### src/rtl/mbist_pkg.sv
// Shared types for the MBIST fault-injection memory: fault encodings, FSM
// states and the fault-table entry layout.
package mbist_pkg;

    localparam int unsigned FT_ADDR_MAX = 16;
    localparam int unsigned FT_BIT_MAX  = 8;

    typedef enum logic [1:0] {
        FT_NONE = 2'b00,
        FT_SA0  = 2'b01,
        FT_SA1  = 2'b10,
        FT_TFUP = 2'b11
    } fault_type_e;

    typedef enum logic {
        CLEAR = 1'b0,
        READY = 1'b1
    } state_e;

    // Fields are sized for the widest supported memory; narrower ports zero-extend.
    typedef struct packed {
        logic [FT_ADDR_MAX-1:0] addr;
        logic [FT_BIT_MAX-1:0]  bit_idx;
        fault_type_e            ftype;
    } fault_entry_t;

    function automatic int unsigned idx_width(input int unsigned n);
        return (n > 1) ? $clog2(n) : 1;
    endfunction

endpackage

### src/rtl/fault_inject_memory_if.sv
// Memory access, fault-table config and hit-counter signals of the
// fault-injection memory, bundled for the MBIST/MBISR path.
interface fault_inject_memory_if
    import mbist_pkg::*;
#(
    parameter int unsigned ADDR_WIDTH = 5,
    parameter int unsigned DATA_WIDTH = 8,
    parameter int unsigned NUM_FAULTS = 4,
    parameter int unsigned CNT_WIDTH  = 8
);
    localparam int unsigned IDX_W = idx_width(NUM_FAULTS);
    localparam int unsigned BIT_W = idx_width(DATA_WIDTH);

    logic                  mem_en;
    logic                  mem_we;
    logic [ADDR_WIDTH-1:0] mem_addr;
    logic [DATA_WIDTH-1:0] mem_wdata;
    logic [DATA_WIDTH-1:0] mem_rdata;
    logic                  busy;
    logic                  cfg_valid;
    logic                  cfg_ready;
    logic [IDX_W-1:0]      cfg_idx;
    logic [ADDR_WIDTH-1:0] cfg_addr;
    logic [BIT_W-1:0]      cfg_bit;
    logic [1:0]            cfg_type;
    logic                  cnt_clr;
    logic [CNT_WIDTH-1:0]  hit_count;

    modport master (
        output mem_en, mem_we, mem_addr, mem_wdata,
        output cfg_valid, cfg_idx, cfg_addr, cfg_bit, cfg_type, cnt_clr,
        input  mem_rdata, busy, cfg_ready, hit_count
    );

    modport slave (
        input  mem_en, mem_we, mem_addr, mem_wdata,
        input  cfg_valid, cfg_idx, cfg_addr, cfg_bit, cfg_type, cnt_clr,
        output mem_rdata, busy, cfg_ready, hit_count
    );

endinterface

### src/rtl/fault_inject_memory_fault_table.sv
// Run-time programmable fault table: registered entries plus combinational
// per-address force-0 / force-1 / transition-block masks.
module fault_table
    import mbist_pkg::*;
#(
    parameter int unsigned ADDR_WIDTH = 5,
    parameter int unsigned DATA_WIDTH = 8,
    parameter int unsigned NUM_FAULTS = 4,
    parameter int unsigned IDX_W      = 2,
    parameter int unsigned BIT_W      = 3
) (
    input  logic                  clk,
    input  logic                  rst,
    input  logic                  cfg_we,
    input  logic [IDX_W-1:0]      cfg_idx,
    input  logic [ADDR_WIDTH-1:0] cfg_addr,
    input  logic [BIT_W-1:0]      cfg_bit,
    input  logic [1:0]            cfg_type,
    input  logic [ADDR_WIDTH-1:0] lookup_addr,
    output logic [DATA_WIDTH-1:0] force0,
    output logic [DATA_WIDTH-1:0] force1,
    output logic [DATA_WIDTH-1:0] tf_mask
);

    fault_entry_t entries [NUM_FAULTS];

    always_ff @(posedge clk or posedge rst) begin
        if (rst) begin
            for (int unsigned i = 0; i < NUM_FAULTS; i++) begin
                entries[i] <= '{addr: '0, bit_idx: '0, ftype: FT_NONE};
            end
        end else if (cfg_we && (32'(cfg_idx) < NUM_FAULTS)) begin
            entries[cfg_idx] <= '{addr:    FT_ADDR_MAX'(cfg_addr),
                                  bit_idx: FT_BIT_MAX'(cfg_bit),
                                  ftype:   fault_type_e'(cfg_type)};
        end
    end

    // Ascending scan so a higher-index stuck-at entry overrides a lower one on the same bit.
    always_comb begin
        force0  = '0;
        force1  = '0;
        tf_mask = '0;
        for (int unsigned i = 0; i < NUM_FAULTS; i++) begin
            if (entries[i].addr == FT_ADDR_MAX'(lookup_addr)) begin
                for (int unsigned b = 0; b < DATA_WIDTH; b++) begin
                    if (entries[i].bit_idx == FT_BIT_MAX'(b)) begin
                        case (entries[i].ftype)
                            FT_SA0: begin
                                force0[b] = 1'b1;
                                force1[b] = 1'b0;
                            end
                            FT_SA1: begin
                                force1[b] = 1'b1;
                                force0[b] = 1'b0;
                            end
                            FT_TFUP: tf_mask[b] = 1'b1;
                            default: ;
                        endcase
                    end
                end
            end
        end
    end

endmodule

### src/rtl/fault_inject_memory.sv
// Memory responder with run-time stuck-at / transition fault injection,
// post-reset clear sweep and a saturating corrupted-access counter.
module fault_inject_memory
    import mbist_pkg::*;
#(
    parameter int unsigned ADDR_WIDTH = 5,
    parameter int unsigned DATA_WIDTH = 8,
    parameter int unsigned MEM_SIZE   = 32,
    parameter int unsigned NUM_FAULTS = 4,
    parameter int unsigned CNT_WIDTH  = 8
) (
    input logic                  clk,
    input logic                  rst,
    fault_inject_memory_if.slave bus
);

    localparam int unsigned IDX_W = idx_width(NUM_FAULTS);
    localparam int unsigned BIT_W = idx_width(DATA_WIDTH);

    state_e                state;
    logic [ADDR_WIDTH-1:0] sweep;
    logic [DATA_WIDTH-1:0] mem [MEM_SIZE];
    logic [DATA_WIDTH-1:0] rdata_q;
    logic                  busy_q;
    logic                  cfg_ready_q;
    logic [CNT_WIDTH-1:0]  hit_q;

    logic                  in_range;
    logic                  access;
    logic                  wr_acc;
    logic [DATA_WIDTH-1:0] force0, force1, tf_mask;
    logic [DATA_WIDTH-1:0] stored;
    logic [DATA_WIDTH-1:0] read_word;
    logic [DATA_WIDTH-1:0] blocked;
    logic [DATA_WIDTH-1:0] write_word;
    logic                  hit_event;

    assign in_range = (32'(bus.mem_addr) < MEM_SIZE);
    assign access   = (state == READY) && bus.mem_en;
    assign wr_acc   = access && bus.mem_we && in_range;

    fault_table #(
        .ADDR_WIDTH (ADDR_WIDTH),
        .DATA_WIDTH (DATA_WIDTH),
        .NUM_FAULTS (NUM_FAULTS),
        .IDX_W      (IDX_W),
        .BIT_W      (BIT_W)
    ) u_table (
        .clk         (clk),
        .rst         (rst),
        .cfg_we      (bus.cfg_valid && cfg_ready_q),
        .cfg_idx     (bus.cfg_idx),
        .cfg_addr    (bus.cfg_addr),
        .cfg_bit     (bus.cfg_bit),
        .cfg_type    (bus.cfg_type),
        .lookup_addr (bus.mem_addr),
        .force0      (force0),
        .force1      (force1),
        .tf_mask     (tf_mask)
    );

    // Out-of-range addresses read as zero and see no fault masks.
    always_comb begin
        stored = '0;
        if (in_range) begin
            stored = mem[bus.mem_addr];
        end
        read_word  = in_range ? ((stored & ~force0) | force1) : '0;
        blocked    = in_range ? (tf_mask & ~stored & bus.mem_wdata) : '0;
        write_word = bus.mem_wdata & ~blocked;
        hit_event  = bus.mem_we ? (|blocked) : (read_word != stored);
    end

    always_ff @(posedge clk) begin
        if (state == CLEAR) begin
            mem[sweep] <= '0;
        end else if (wr_acc) begin
            mem[bus.mem_addr] <= write_word;
        end
    end

    always_ff @(posedge clk or posedge rst) begin
        if (rst) begin
            state       <= CLEAR;
            sweep       <= '0;
            busy_q      <= 1'b1;
            cfg_ready_q <= 1'b0;
            rdata_q     <= '0;
            hit_q       <= '0;
        end else begin
            case (state)
                CLEAR: begin
                    if (sweep == ADDR_WIDTH'(MEM_SIZE - 1)) begin
                        state       <= READY;
                        busy_q      <= 1'b0;
                        cfg_ready_q <= 1'b1;
                    end else begin
                        sweep <= sweep + ADDR_WIDTH'(1);
                    end
                end
                READY: begin
                    if (access && !bus.mem_we) begin
                        rdata_q <= read_word;
                    end
                end
                default: state <= CLEAR;
            endcase

            if (bus.cnt_clr) begin
                hit_q <= '0;
            end else if (access && hit_event && (hit_q != '1)) begin
                hit_q <= hit_q + CNT_WIDTH'(1);
            end
        end
    end

    assign bus.mem_rdata = rdata_q;
    assign bus.busy      = busy_q;
    assign bus.cfg_ready = cfg_ready_q;
    assign bus.hit_count = hit_q;

endmodule

### src/flat_wrapper.sv
// flat-port wrapper written by rule: the top's interface ports become plain ports
module fault_inject_memory_flat import mbist_pkg::*;
#(
    parameter int unsigned ADDR_WIDTH = 5,
    parameter int unsigned DATA_WIDTH = 8,
    parameter int unsigned MEM_SIZE   = 32,
    parameter int unsigned NUM_FAULTS = 4,
    parameter int unsigned CNT_WIDTH  = 8
)
  (clk, rst, bus_mem_en, bus_mem_we, bus_mem_addr, bus_mem_wdata, bus_cfg_valid, bus_cfg_idx, bus_cfg_addr, bus_cfg_bit, bus_cfg_type, bus_cnt_clr, bus_mem_rdata, bus_busy, bus_cfg_ready, bus_hit_count);
  fault_inject_memory_if #(.ADDR_WIDTH(ADDR_WIDTH), .DATA_WIDTH(DATA_WIDTH), .NUM_FAULTS(NUM_FAULTS), .CNT_WIDTH(CNT_WIDTH)) bus_i ();
  input logic clk;
  input logic rst;
  input wire logic [$bits(bus_i.mem_en)-1:0] bus_mem_en;
  input wire logic [$bits(bus_i.mem_we)-1:0] bus_mem_we;
  input wire logic [$bits(bus_i.mem_addr)-1:0] bus_mem_addr;
  input wire logic [$bits(bus_i.mem_wdata)-1:0] bus_mem_wdata;
  input wire logic [$bits(bus_i.cfg_valid)-1:0] bus_cfg_valid;
  input wire logic [$bits(bus_i.cfg_idx)-1:0] bus_cfg_idx;
  input wire logic [$bits(bus_i.cfg_addr)-1:0] bus_cfg_addr;
  input wire logic [$bits(bus_i.cfg_bit)-1:0] bus_cfg_bit;
  input wire logic [$bits(bus_i.cfg_type)-1:0] bus_cfg_type;
  input wire logic [$bits(bus_i.cnt_clr)-1:0] bus_cnt_clr;
  output wire logic [$bits(bus_i.mem_rdata)-1:0] bus_mem_rdata;
  output wire logic [$bits(bus_i.busy)-1:0] bus_busy;
  output wire logic [$bits(bus_i.cfg_ready)-1:0] bus_cfg_ready;
  output wire logic [$bits(bus_i.hit_count)-1:0] bus_hit_count;
  assign bus_i.mem_en = bus_mem_en;
  assign bus_i.mem_we = bus_mem_we;
  assign bus_i.mem_addr = bus_mem_addr;
  assign bus_i.mem_wdata = bus_mem_wdata;
  assign bus_i.cfg_valid = bus_cfg_valid;
  assign bus_i.cfg_idx = bus_cfg_idx;
  assign bus_i.cfg_addr = bus_cfg_addr;
  assign bus_i.cfg_bit = bus_cfg_bit;
  assign bus_i.cfg_type = bus_cfg_type;
  assign bus_i.cnt_clr = bus_cnt_clr;
  assign bus_mem_rdata = bus_i.mem_rdata;
  assign bus_busy = bus_i.busy;
  assign bus_cfg_ready = bus_i.cfg_ready;
  assign bus_hit_count = bus_i.hit_count;
  fault_inject_memory #(.ADDR_WIDTH(ADDR_WIDTH), .DATA_WIDTH(DATA_WIDTH), .MEM_SIZE(MEM_SIZE), .NUM_FAULTS(NUM_FAULTS), .CNT_WIDTH(CNT_WIDTH)) u_core (.clk(clk), .rst(rst), .bus(bus_i));
endmodule
### config.mk
export PLATFORM = sky130hd
export DESIGN_NAME = fault_inject_memory_flat
export DESIGN_NICKNAME = d
export VERILOG_FILES = /design/src/rtl/mbist_pkg.sv /design/src/rtl/fault_inject_memory_if.sv /design/src/rtl/fault_inject_memory_fault_table.sv /design/src/rtl/fault_inject_memory.sv /design/src/flat_wrapper.sv
export SDC_FILE = /design/constraint.sdc
export NUM_CORES = 1
export LEC_CHECK = 0
export ABC_AREA = 0
export BUFFER_PORTS_ARGS = -buffer_cell sky130_fd_sc_hd__clkbuf_2
export CAP_MARGIN = 30
export CORE_UTILIZATION = 60
export DETAILED_ROUTE_END_ITERATION = 10
export PLACE_DENSITY = 0.88
export SLEW_MARGIN = 20
export SYNTH_ARGS = -nofsm -noshare
export SYNTH_HDL_FRONTEND = slang
export SYNTH_SLANG_ARGS = --single-unit
export TNS_END_PERCENT = 1
### constraint.sdc
create_clock -name clk -period 4.25 [get_ports clk]
set_input_delay 0.6375 -clock clk [delete_from_list [all_inputs] [get_ports clk]]
set_output_delay 0.6375 -clock clk [all_outputs]
set_load 0.02 [all_outputs]
Yosys cells after proc, flatten, opt, wreduce, memory -nomap -nowiden
Memories as Yosys holds them, arrays and structs flattened.
Cells that the tools add are included.
Widths: inputs -> output; s select.
{"block": "classes", "n_addsub": 2, "magnitude_cmp": 2, "eq_ne": 47, "muxes": 198, "n_bitwise": 11, "n_reduce_logical": 18}
{"operator": "$mux 1", "n": 131}
{"operator": "$eq 8x3->1 const B", "n": 16}
{"operator": "$mux 8", "n": 15}
{"operator": "$bwmux 104", "n": 1}
{"operator": "$pmux 1 s2", "n": 48}
{"operator": "$eq 16x5->1", "n": 4}
{"operator": "$eq 8x2->1 const B", "n": 8}
{"operator": "$demux 26 s2", "n": 1}
{"operator": "$and 8x8->8", "n": 4}
{"operator": "$eq 8x1->1 const B", "n": 4}
{"operator": "$logic_not 8->1", "n": 4}
{"operator": "$mux 26", "n": 1}
{"operator": "$not 8->8", "n": 3}
{"operator": "$eq 2x2->1 const B", "n": 8}
{"operator": "$reduce_or 8->1", "n": 2}
{"operator": "$add 8x1->8 const B", "n": 1}
{"operator": "$eq 2x1->1 const B", "n": 4}
{"operator": "$ne 8x8->1", "n": 1}
{"operator": "$ne 8x8->1 const B", "n": 1}
{"operator": "$or 8x8->8", "n": 1}
{"operator": "$logic_and 1x1->1", "n": 7}
{"operator": "$reduce_and 2->1", "n": 3}
{"operator": "$add 5x1->5 const B", "n": 1}
{"operator": "$eq 5x5->1 const B", "n": 1}
{"operator": "7 further kinds", "n": 8}
{"block": "word_totals", "reg_bits": 128, "ram_bits": 256, "out_inout_bits": 18, "memories": 1}
{"name": "u_core.mem", "words": 32, "width": 8, "rd": 1, "rd_ports_with_merged_regs": 0, "write_ports": 1, "line_no": "fault_inject_memory.sv:22", "text": "logic [DATA_WIDTH-1:0] mem [MEM_SIZE];"}

Logic depth before layout (Yosys ltp)
Gate-level depths: netlist of run 1.
{"block": "logic_depth", "depth_word": 22, "ltp_mapped": 15}

Cells and area by module
From an unflattened synthesis of run 1, not the netlist that was laid out.
{"block": "unflattened", "cells_unflattened": 1081, "area_unflattened_um2": 14984.4}
{"mod": "fault_inject_memory", "n_inst": 1, "cells_per_inst": 749, "area_each_um2": 11887.7}
{"mod": "fault_table", "n_inst": 1, "cells_per_inst": 332, "area_each_um2": 3096.7}

Worst setup path after synthesis of run 1
OpenSTA, ideal clock, no wires.
{"block": "synth_path", "path_kind": "input-to-reg", "start": "in bus_mem_addr[1]", "end": "reg u_core.hit_q[5] (netlist: u_core.bus.hit_count[5])", "arrival_time_ns": 3.273, "slack_ns": 0.900, "cell_stages": 13, "path_cell_list": "buf_6 buf_8 buf_8 buf_6 mux4_2 o21ai_1 nand4_1 a21oi_1 a32oi_1 a41oi_2 o21ai_4 or4_1 a21oi_1"}
{"block": "synth_via", "elab_chain_cells": 19, "word_cells_on_any_way": 173, "cone_classes": "eq/ne: 5; mux: 157; bitwise: 6; reduce/logical: 4; memory: 1"}
{"item": "from (decl)", "line_no": "flat_wrapper.sv:16", "text": "input wire logic [$bits(bus_i.mem_addr)-1:0] bus_mem_addr;"}
{"item": "$eq 16x5->1", "line_no": "fault_inject_memory_fault_table.sv:45", "text": "if (entries[i].addr == FT_ADDR_MAX'(lookup_addr)) begin"}
{"item": "$mux 8", "line_no": "fault_inject_memory_fault_table.sv:45"}
{"item": "$pmux 1 s2", "line_no": "fault_inject_memory_fault_table.sv:48", "text": "case (entries[i].ftype)"}
{"item": "$mux 1", "line_no": "fault_inject_memory_fault_table.sv:47", "text": "if (entries[i].bit_idx == FT_BIT_MAX'(b)) begin"}
{"item": "$mux 8", "line_no": "fault_inject_memory_fault_table.sv:45"}
{"item": "$pmux 1 s2", "line_no": "fault_inject_memory_fault_table.sv:48"}
{"item": "$mux 1", "line_no": "fault_inject_memory_fault_table.sv:47"}
{"item": "$mux 8", "line_no": "fault_inject_memory_fault_table.sv:45"}
{"item": "[2 not listed]"}
{"item": "$mux 8", "line_no": "fault_inject_memory_fault_table.sv:45"}
{"item": "$not 8->8", "line_no": "fault_inject_memory.sv:68", "text": "read_word = in_range ? ((stored & ~force0) | force1) : '0;"}
{"item": "$and 8x8->8", "line_no": "fault_inject_memory.sv:68"}
{"item": "$or 8x8->8", "line_no": "fault_inject_memory.sv:68"}
{"item": "$ne 8x8->1", "line_no": "fault_inject_memory.sv:71", "text": "hit_event = bus.mem_we ? (|blocked) : (read_word != stored);"}
{"item": "$mux 1 (*)", "line_no": "fault_inject_memory.sv:71"}
{"item": "$logic_and 1x1->1 (*) (2 in a row)", "line_no": "fault_inject_memory.sv:111", "text": "end else if (access && hit_event && (hit_q != '1)) begin"}
{"item": "$reduce_bool 2->1 (no line) (*)"}
{"item": "to (signal assigned)", "line_no": "fault_inject_memory.sv:112", "text": "hit_q <= hit_q + CNT_WIDTH'(1);"}
{"item": "to (decl)", "line_no": "fault_inject_memory.sv:26", "text": "logic [CNT_WIDTH-1:0] hit_q;"}
Mark *: on every way between the ends. The rest lies on a longest branch, timed or not.
A chain may end at the register's enable or synchronous reset.

Worst setup path in the final report of run 1
{"block": "layout_path", "start": "reg u_core.u_table.entries[26] (netlist name)", "end": "reg u_core.hit_q[5] (netlist: u_core.bus.hit_count[5])"}
{"block": "layout_via", "elab_chain_cells": 15, "word_cells_on_any_way": 116, "cone_classes": "eq/ne: 4; mux: 103; bitwise: 5; reduce/logical: 4"}
{"item": "from (decl)", "line_no": "fault_inject_memory_fault_table.sv:25", "text": "fault_entry_t entries [NUM_FAULTS];"}
{"item": "from (signal, indexed assignment)", "line_no": "fault_inject_memory_fault_table.sv:30", "text": "entries[i] <= '{addr: '0, bit_idx: '0, ftype: FT_NONE};"}
{"item": "from (signal, indexed assignment)", "line_no": "fault_inject_memory_fault_table.sv:33", "text": "entries[cfg_idx] <= '{addr: FT_ADDR_MAX'(cfg_addr),"}
{"item": "$eq 2x2->1 or $eq 2x1->1 (tied branches)", "line_no": "fault_inject_memory_fault_table.sv:48"}
{"item": "$pmux 1 s2", "line_no": "fault_inject_memory_fault_table.sv:48"}
{"item": "$mux 1", "line_no": "fault_inject_memory_fault_table.sv:47"}
{"item": "$mux 8", "line_no": "fault_inject_memory_fault_table.sv:45"}
{"item": "$pmux 1 s2", "line_no": "fault_inject_memory_fault_table.sv:48"}
{"item": "$mux 1", "line_no": "fault_inject_memory_fault_table.sv:47"}
{"item": "$mux 8", "line_no": "fault_inject_memory_fault_table.sv:45"}
{"item": "$not 8->8", "line_no": "fault_inject_memory.sv:68"}
{"item": "$and 8x8->8", "line_no": "fault_inject_memory.sv:68"}
{"item": "$or 8x8->8", "line_no": "fault_inject_memory.sv:68"}
{"item": "$ne 8x8->1", "line_no": "fault_inject_memory.sv:71"}
{"item": "$mux 1 (*)", "line_no": "fault_inject_memory.sv:71"}
{"item": "$logic_and 1x1->1 (*) (2 in a row)", "line_no": "fault_inject_memory.sv:111"}
{"item": "$reduce_bool 2->1 (no line) (*)"}
Marks and branches as above.

==> out/qor.yml, run 1 <==
drt-wirelength-per-cell_um: 26.36
maxSlewViolCount: 0
dp_hpwl_mm: 27.98
drtIter0Drc: 1563
synthSimpleGateAreaFrac: 0.1284
tns_ps: 0
cp-end-kind: "flop"
synth_edf_count: 256
yosysTopAreaCellShare: 0.5096
clock-skew-final_ps: 31.06
start_util: 0.6167
critical_path_arrival_ps: 4190
yosysMostFrequentCell: "edfxtp_1"
min_period_over_period: 0.8810
ir_drop_v: 0.0004552
grt_max_degree: 36
diodes: 0
synth_top_family_by_area: "simple AND/OR/NAND/NOR gates"
yosysUniqueCellTypes: 83
root_buffer: "clkbuf_16"
synth_compound_area_frac: 0.07871
die_x_um: 160.6
track_usage: 0.3180
yosys.area_share.xor_xnor: 0.01742
overflow: 0
clk_pin_slew_ps: 60
power_density_nw_per_um2: 426.9
reg2reg_slack_ps: 510
grt_antenna_before_repair: 0
placed_area_um2: 15830
place.gp.congestion: 0.9917
finalInstanceArea_um2: 16910
die_y_um: 160.6
fmax_mhz: 267.1
fin_cells: 1542
ant_nets: 0
cts_buffers: 34
crit_required_ps: 4700
synthMuxAreaShare: 0.1260
core-area_um2: 24460
yosysSeqAreaShare: 0.6158
synth_common_cells: "edfxtp_1 (256), mux2i_1 (101), nor2_1 (81)"
dieArea_um2: 25780
synth-async-reset-ratio: 0.2000
rsz0062_at_grt: "no"
synth_area_leaders: "edfxtp_1 (51%), dfrtp_1 (10%), mux2i_1 (6.7%)"
syn_area_per_cell_um2: 13.54
grt_pass1_wl_mm: 60.69
ff2ff_path_depth: 13
syn_inst: 1114
max_stage_delay_ps: 720
clockBufferDepth: 3
grt_pass1_vias: 10037
io_buffers: 48
max_cap_viol_count: 0
p_leak_nw: 6.494
totalWireLength_mm: 40.65
tritoncts: "built"
clk_latency_ps: 540
via_per_inst: 6.798
setup_violations: 0
route.vias.total: 10482
ys.flop_type: "edfxtp_1"
crit_chain: "inv_1, ha_1, nor2_1, nand4_1, a2111oi_0, a311oi_2, nand4bb_1, o2111ai_2, nor3_2, a41oi_4, o21ai_4, or4_1, a21oi_1"
cts_max_level: 2
cts_hold_buf: 0
status: "finished, final reports clean"
firstDrtPassIters: 5
hold_path.class: "input port to async pin"
crit_family: "simple AND/OR/NAND/NOR gates"
syn_area_um2: 15090
hold_viol: 0
r2r-start: "u_core.u_table.entries[26]$_DFFE_PP0P_"
io_pins: 49
cts_setup_buffers: 0
dp_cells: 1480
start_kind: "flop"
crit_type: "flop to flop"
drive_gt1_frac: 0.1831
area_delta_synth_final_pct: 12.06
ys_warn_count: 0
synthAdderAreaFrac: 0.009953
crit_buf_inv: 1
yosysTopAreaCell: "edfxtp_1"
cts.repair.resized: 0
cts.sinks: 320
fin_crit_ps: 3744
nets: 1239
path_max_fanout: 4
rr_endpoint: "u_core.bus.hit_count[5]$_DFFE_PP0P_"
ys_ff_latch: 320
tightestPinTransition_ps: 976.8
rows: 57
max-slew-margin-rel: 0.3464
cpMaxStageDelayCell: "a2111oi_0"
drc: 0
synth_nets: 1157
==> worst register-to-register path, delay by kind of cell, from the launching register on <==
kind            cells  cell delay (ps)
compound gates      6             1420
fa+ha+maj           1              320
buf+inv             1               60
flops               1              400
simple gates        5             1470
==> where the power goes <==
| part | leakage [nW] | switching [mW] | internal [mW] |
|---|---|---|---|
| Clock | 0.497 | 1.25 | 1.52 |
| Sequential | 3.56 | 0.109 | 3.46 |
| Combinational | 2.44 | 0.569 | 0.305 |
==> per-stage QoR <==
| stage | utilization | hold slack, ps | setup WS, ps | power (mW) |
|---|---|---|---|---|
| 2_1_floorplan | - | 459.2 | 899.8 | 4.171 |
| 3_3_place_gp | 0.6461 | 464.5 | 142.0 | 4.454 |
| 3_5_place_dp | 0.6472 | 476.7 | 179.6 | 4.472 |
| 4_1_cts | 0.6898 | 214.3 | 589.9 | 7.198 |
| 5_1_grt | 0.6911 | 252.0 | 279.1 | 7.409 |
| 6_report | 0.6911 | 199.4 | 505.7 | 7.216 |
==> logic make-up (layout without fill, tap and decap cells) <==
logic type,after synthesis,count (layout)
AOI/OAI and AO/OA,157,157
xor gates and xnor gates,30,30
buffers and inverters,63,167
and+or+nand+nor,370,370
muxes,162,162
DFF,320,320
adders and majority gates,12,12
==> flip-flops by register name, indices dropped and copies added (netlist names) <==
signal and cells:
u_core.sweep 5, u_core.bus.busy 1, u_core.u_table.entries 40, u_core.bus.hit_count 8
u_core.bus.mem_rdata 8, u_core.state 1, u_core.bus.cfg_ready 1, u_core.mem 256
==> worst max-delay path by stage <==
stage / start / to / depth (start not counted)
after floorplan: bus_mem_addr[1] / u_core.bus.hit_count[5]$_DFFE_PP0P_ / 13
final: u_core.u_table.entries[26]$_DFFE_PP0P_ / u_core.bus.hit_count[5]$_DFFE_PP0P_ / 13
after global placement: bus_mem_addr[1] / u_core.bus.hit_count[5]$_DFFE_PP0P_ / 13
after global routing: u_core.u_table.entries[52]$_DFFE_PP0P_ / u_core.bus.hit_count[1]$_DFFE_PP0P_ / 14
after CTS: u_core.u_table.entries[52]$_DFFE_PP0P_ / u_core.bus.hit_count[5]$_DFFE_PP0P_ / 13
after detailed placement: bus_mem_addr[1] / u_core.bus.hit_count[5]$_DFFE_PP0P_ / 13
==> metal layers <==
metal	vias to the layer above	wire length, um	track usage
met4	0	1314	0.1009
met5	-	0	0
met3	114	4408	0.06302
met1	5160	16280	0.4604
li1	4491	-	-
met2	717	18640	0.4880
==> layout make-up <==
class | count | area [um^2]
Timing Repair Buffer | 90 | 649.4
Tap cell | 324 | 405.4
Fill cell | 1623 | 7557
Multi-Input combinational cell | 731 | 5446
Clock inverter | 18 | 148.9
Sequential cell | 320 | 9290
Inverter | 19 | 71.32
Clock buffer | 40 | 893.4
==> cells in the final DEF, fill, tap and decap left out, types with 19 or more instances in the layout <==
cell | synthesis | routed
clkbuf_2 | 1 | 48
mux2i_1 | 101 | 101
nand2_1 | 79 | 79
nand3_1 | 48 | 48
mux2_2 | 43 | 43
and3_1 | 20 | 20
a22oi_1 | 22 | 22
dfrtp_1 | 63 | 63
edfxtp_1 | 256 | 256
a21oi_1 | 26 | 25
nor2_1 | 81 | 79
nor2b_1 | 19 | 19
nor3_1 | 22 | 22
buf_4 | 9 | 32
clkbuf_16 | 0 | 34
nand4_1 | 25 | 25
No activity file was read; power rests on OpenSTA's default activity.
==> run 2, diff against run 1 <==
- REMOVE_ABC_BUFFERS: unset -> 1
==> run 2 against run 1 <==
First-iteration DRC count grew 2.8%. Combinational power grew 0.9%. Final area is essentially flat. Utilization grew 0.061 points. Clock power grew 2%. Worst setup slack lost 43 ps. Sequential share of layout area is essentially flat. Critical path type unchanged. Largest cell class unchanged.
==> out/qor.yml, run 2 (same netlist as run 1, synthesis figures left out) <==
status: "finished, final reports clean"
cts_setup_buffers: 0  # unchanged
min_period_over_period: 0.8911  # +0.01012
die_x_um: 160.6  # unchanged
utilization: 0.6917  # about the same
grt_pass1_wl_mm: 62.86  # +3.6%
ant_nets: 0  # unchanged
drive_gt1_frac: 0.1878  # +0.004668
cp-end-kind: "flop"
clk_latency_ps: 590  # +50 ps
clockBufferDepth: 3  # unchanged
dp_cells: 1493  # +0.88%
nets: 1245  # +0.48%
fillers: 1637  # +0.86%
route.vias.total: 10517  # +0.33%
grt_antenna_before_repair: 0  # unchanged
largest_reg_flops: 256  # unchanged
hold_path.class: "input port to async pin"
overflow: 0  # unchanged
drtIter0Drc: 1606  # +2.8%
hold_viol: 0  # unchanged
tightestPinTransition_ps: 1061  # +84.41 ps
power_frac_clock: 0.387  # +0.003
cp-startpoint: "u_core.u_table.entries[52]$_DFFE_PP0P_"
power_frac_comb: 0.121  # about the same
track_usage: 0.3324  # +0.01444
final_common_cell: "edfxtp_1"
dp_hpwl_mm: 29.98  # +7.1%
io_pins: 49  # unchanged
via_per_inst: 6.790  # -0.12%
cts_max_level: 1  # -1
crit_required_ps: 4710  # about the same
clock-skew-final_ps: 18.72  # -12.34 ps
cts.sinks: 320  # unchanged
core-area_um2: 24460  # unchanged
crit_type: "flop to flop"
io_buffers: 48  # unchanged
start_kind: "flop"
cts_hold_buf: 0  # unchanged
final_cell_mix: "edfxtp_1 (256), mux2i_1 (101), nor2_1 (79), nand2_1 (79), dfrtp_1 (63)"
path_max_fanout: 5  # +1
dieArea_um2: 25780  # unchanged
critical_path_arrival_ps: 4250  # +60 ps
place.gp.congestion: 1.025  # +3.3%
placed_area_um2: 15880  # +0.31%
die_y_um: 160.6  # unchanged
top_regs: "u_core.mem x256, u_core.u_table.entries x40"
drc: 0  # unchanged
fmax_mhz: 264.0  # -1.1%
start_util: 0.6167  # unchanged
r2r-start: "u_core.u_table.entries[52]$_DFFE_PP0P_"
clk_pin_slew_ps: 60  # about the same
totalWireLength_mm: 42.03  # +3.4%
maxSlewViolCount: 0  # unchanged
top_register: "u_core.mem"
tns_ps: 0  # unchanged
sw_frac_of_total: 0.2550  # -0.01153
grt_max_degree: 39  # +8.3%
fin_crit_ps: 3787  # +42.99 ps
rows: 57  # unchanged
p_switching_mw: 1.854  # -3.6%
p_int_mw: 5.417  # +2.3%
finalInstanceArea_um2: 16920  # about the same
root_buffer: "clkbuf_16"
setup_violations: 0  # unchanged
max-slew-margin-rel: 0.2925  # -0.05386
drt-wirelength-per-cell_um: 27.14  # +3.0%
seqPwrFrac: 0.491  # -0.004
area_delta_synth_final_pct: 12.16  # about the same
cts.repair.resized: 0  # unchanged
p_leak_nw: 6.523  # +0.45%
firstDrtPassIters: 7  # +2
fin_cells: 1549  # +0.45%
diodes: 0  # unchanged
max_cap_viol_count: 0  # unchanged
grt_pass1_vias: 9903  # -1.3%
tritoncts: "built"
power_density_nw_per_um2: 429.7  # +0.67%
cts_buffers: 31  # -8.8%
ir_drop_v: 0.0003896  # -14%
rsz0062_at_grt: "no"
## run 2: cell types whose count changed in the layout (fill, tap and decap cells not counted), moves of 2 or more
cell,change
buf_4,+16
clkinv_8,-3
clkbuf_16,-3
buf_6,-2
clkbuf_8,-2
bufinv_16,+5
buf_12,-3
## run 2: power groups by stage
stage                     Combinational [mW]  Clock, mW  Sequential, mW
final                                  0.882       2.82            3.57
after global routing                   0.940       2.94            3.58
after CTS                              0.862       2.83            3.57
after detailed placement               0.856          0            3.63
after global placement                 0.845          0            3.63
after floorplan                        0.497          0            3.61
## run 2: per-layer routing
| metal | part of all wire | GRT usage | vias up |
|---|---|---|---|
| li1 | - | - | 4512 |
| met1 | 0.41 | 0.4996 | 5190 |
| met2 | 0.45 | 0.4982 | 712 |
| met3 | 0.11 | 0.06508 | 103 |
| met4 | 0.026 | 0.08918 | 0 |
| met5 | 0 | 0 | - |
## run 2: path summary, 6_finish.rpt
kind	endpoint	slack [ps]	cells past startpoint
worst max-delay path	u_core.bus.hit_count[6]$_DFFE_PP0P_	460	15
min in group clk	u_core.bus.hit_count[5]$_DFFE_PP0P_	330	2
max in group asynchronous	u_core.bus.busy$_DFFE_PP1P_	3220	3
worst min-delay path	u_core.u_table.entries[63]$_DFFE_PP0P_	130	2
worst max register to register	u_core.bus.hit_count[6]$_DFFE_PP0P_	460	15
worst min register to register	u_core.bus.mem_rdata[3]$_DFFE_PP0P_	470	1
## run 2: stage by stage
| step | setup slack (ps) | total power, mW | hold WS [ps] |
|---|---|---|---|
| floorplan | 846.3 | 4.110 | 459.2 |
| global placement | 63.01 | 4.475 | 458.8 |
| detailed placement | 83.98 | 4.490 | 467.2 |
| CTS | 532.5 | 7.260 | 139.7 |
| global route | 206.0 | 7.459 | 180.2 |
| finish | 462.7 | 7.271 | 126.8 |
## run 2: final cells by class
cell class	count	area, um^2	area share
sequential	320	9290	0.5491
multi-input combinational	731	5448	0.3220
clock buffer	35	790.8	0.04674
timing repair buffer	99	666.9	0.03941
tap	324	405.4	0.02396
clock inverter	21	247.7	0.01464
inverter	19	71.32	0.004215
## run 2: worst max-delay path, cell delays in order, from the launching register on
cell	delay, ps
dfrtp_1	400
inv_1	60
ha_1	380
nand2b_1	300
nor3b_1	370
nand3_1	120
a221oi_1	340
buf_4	200
a21oi_1	120
a22o_1	280
nor3_2	250
a41oi_4	200
buf_4	200
o2111ai_1	210
xor2_1	200
nor2_1	60
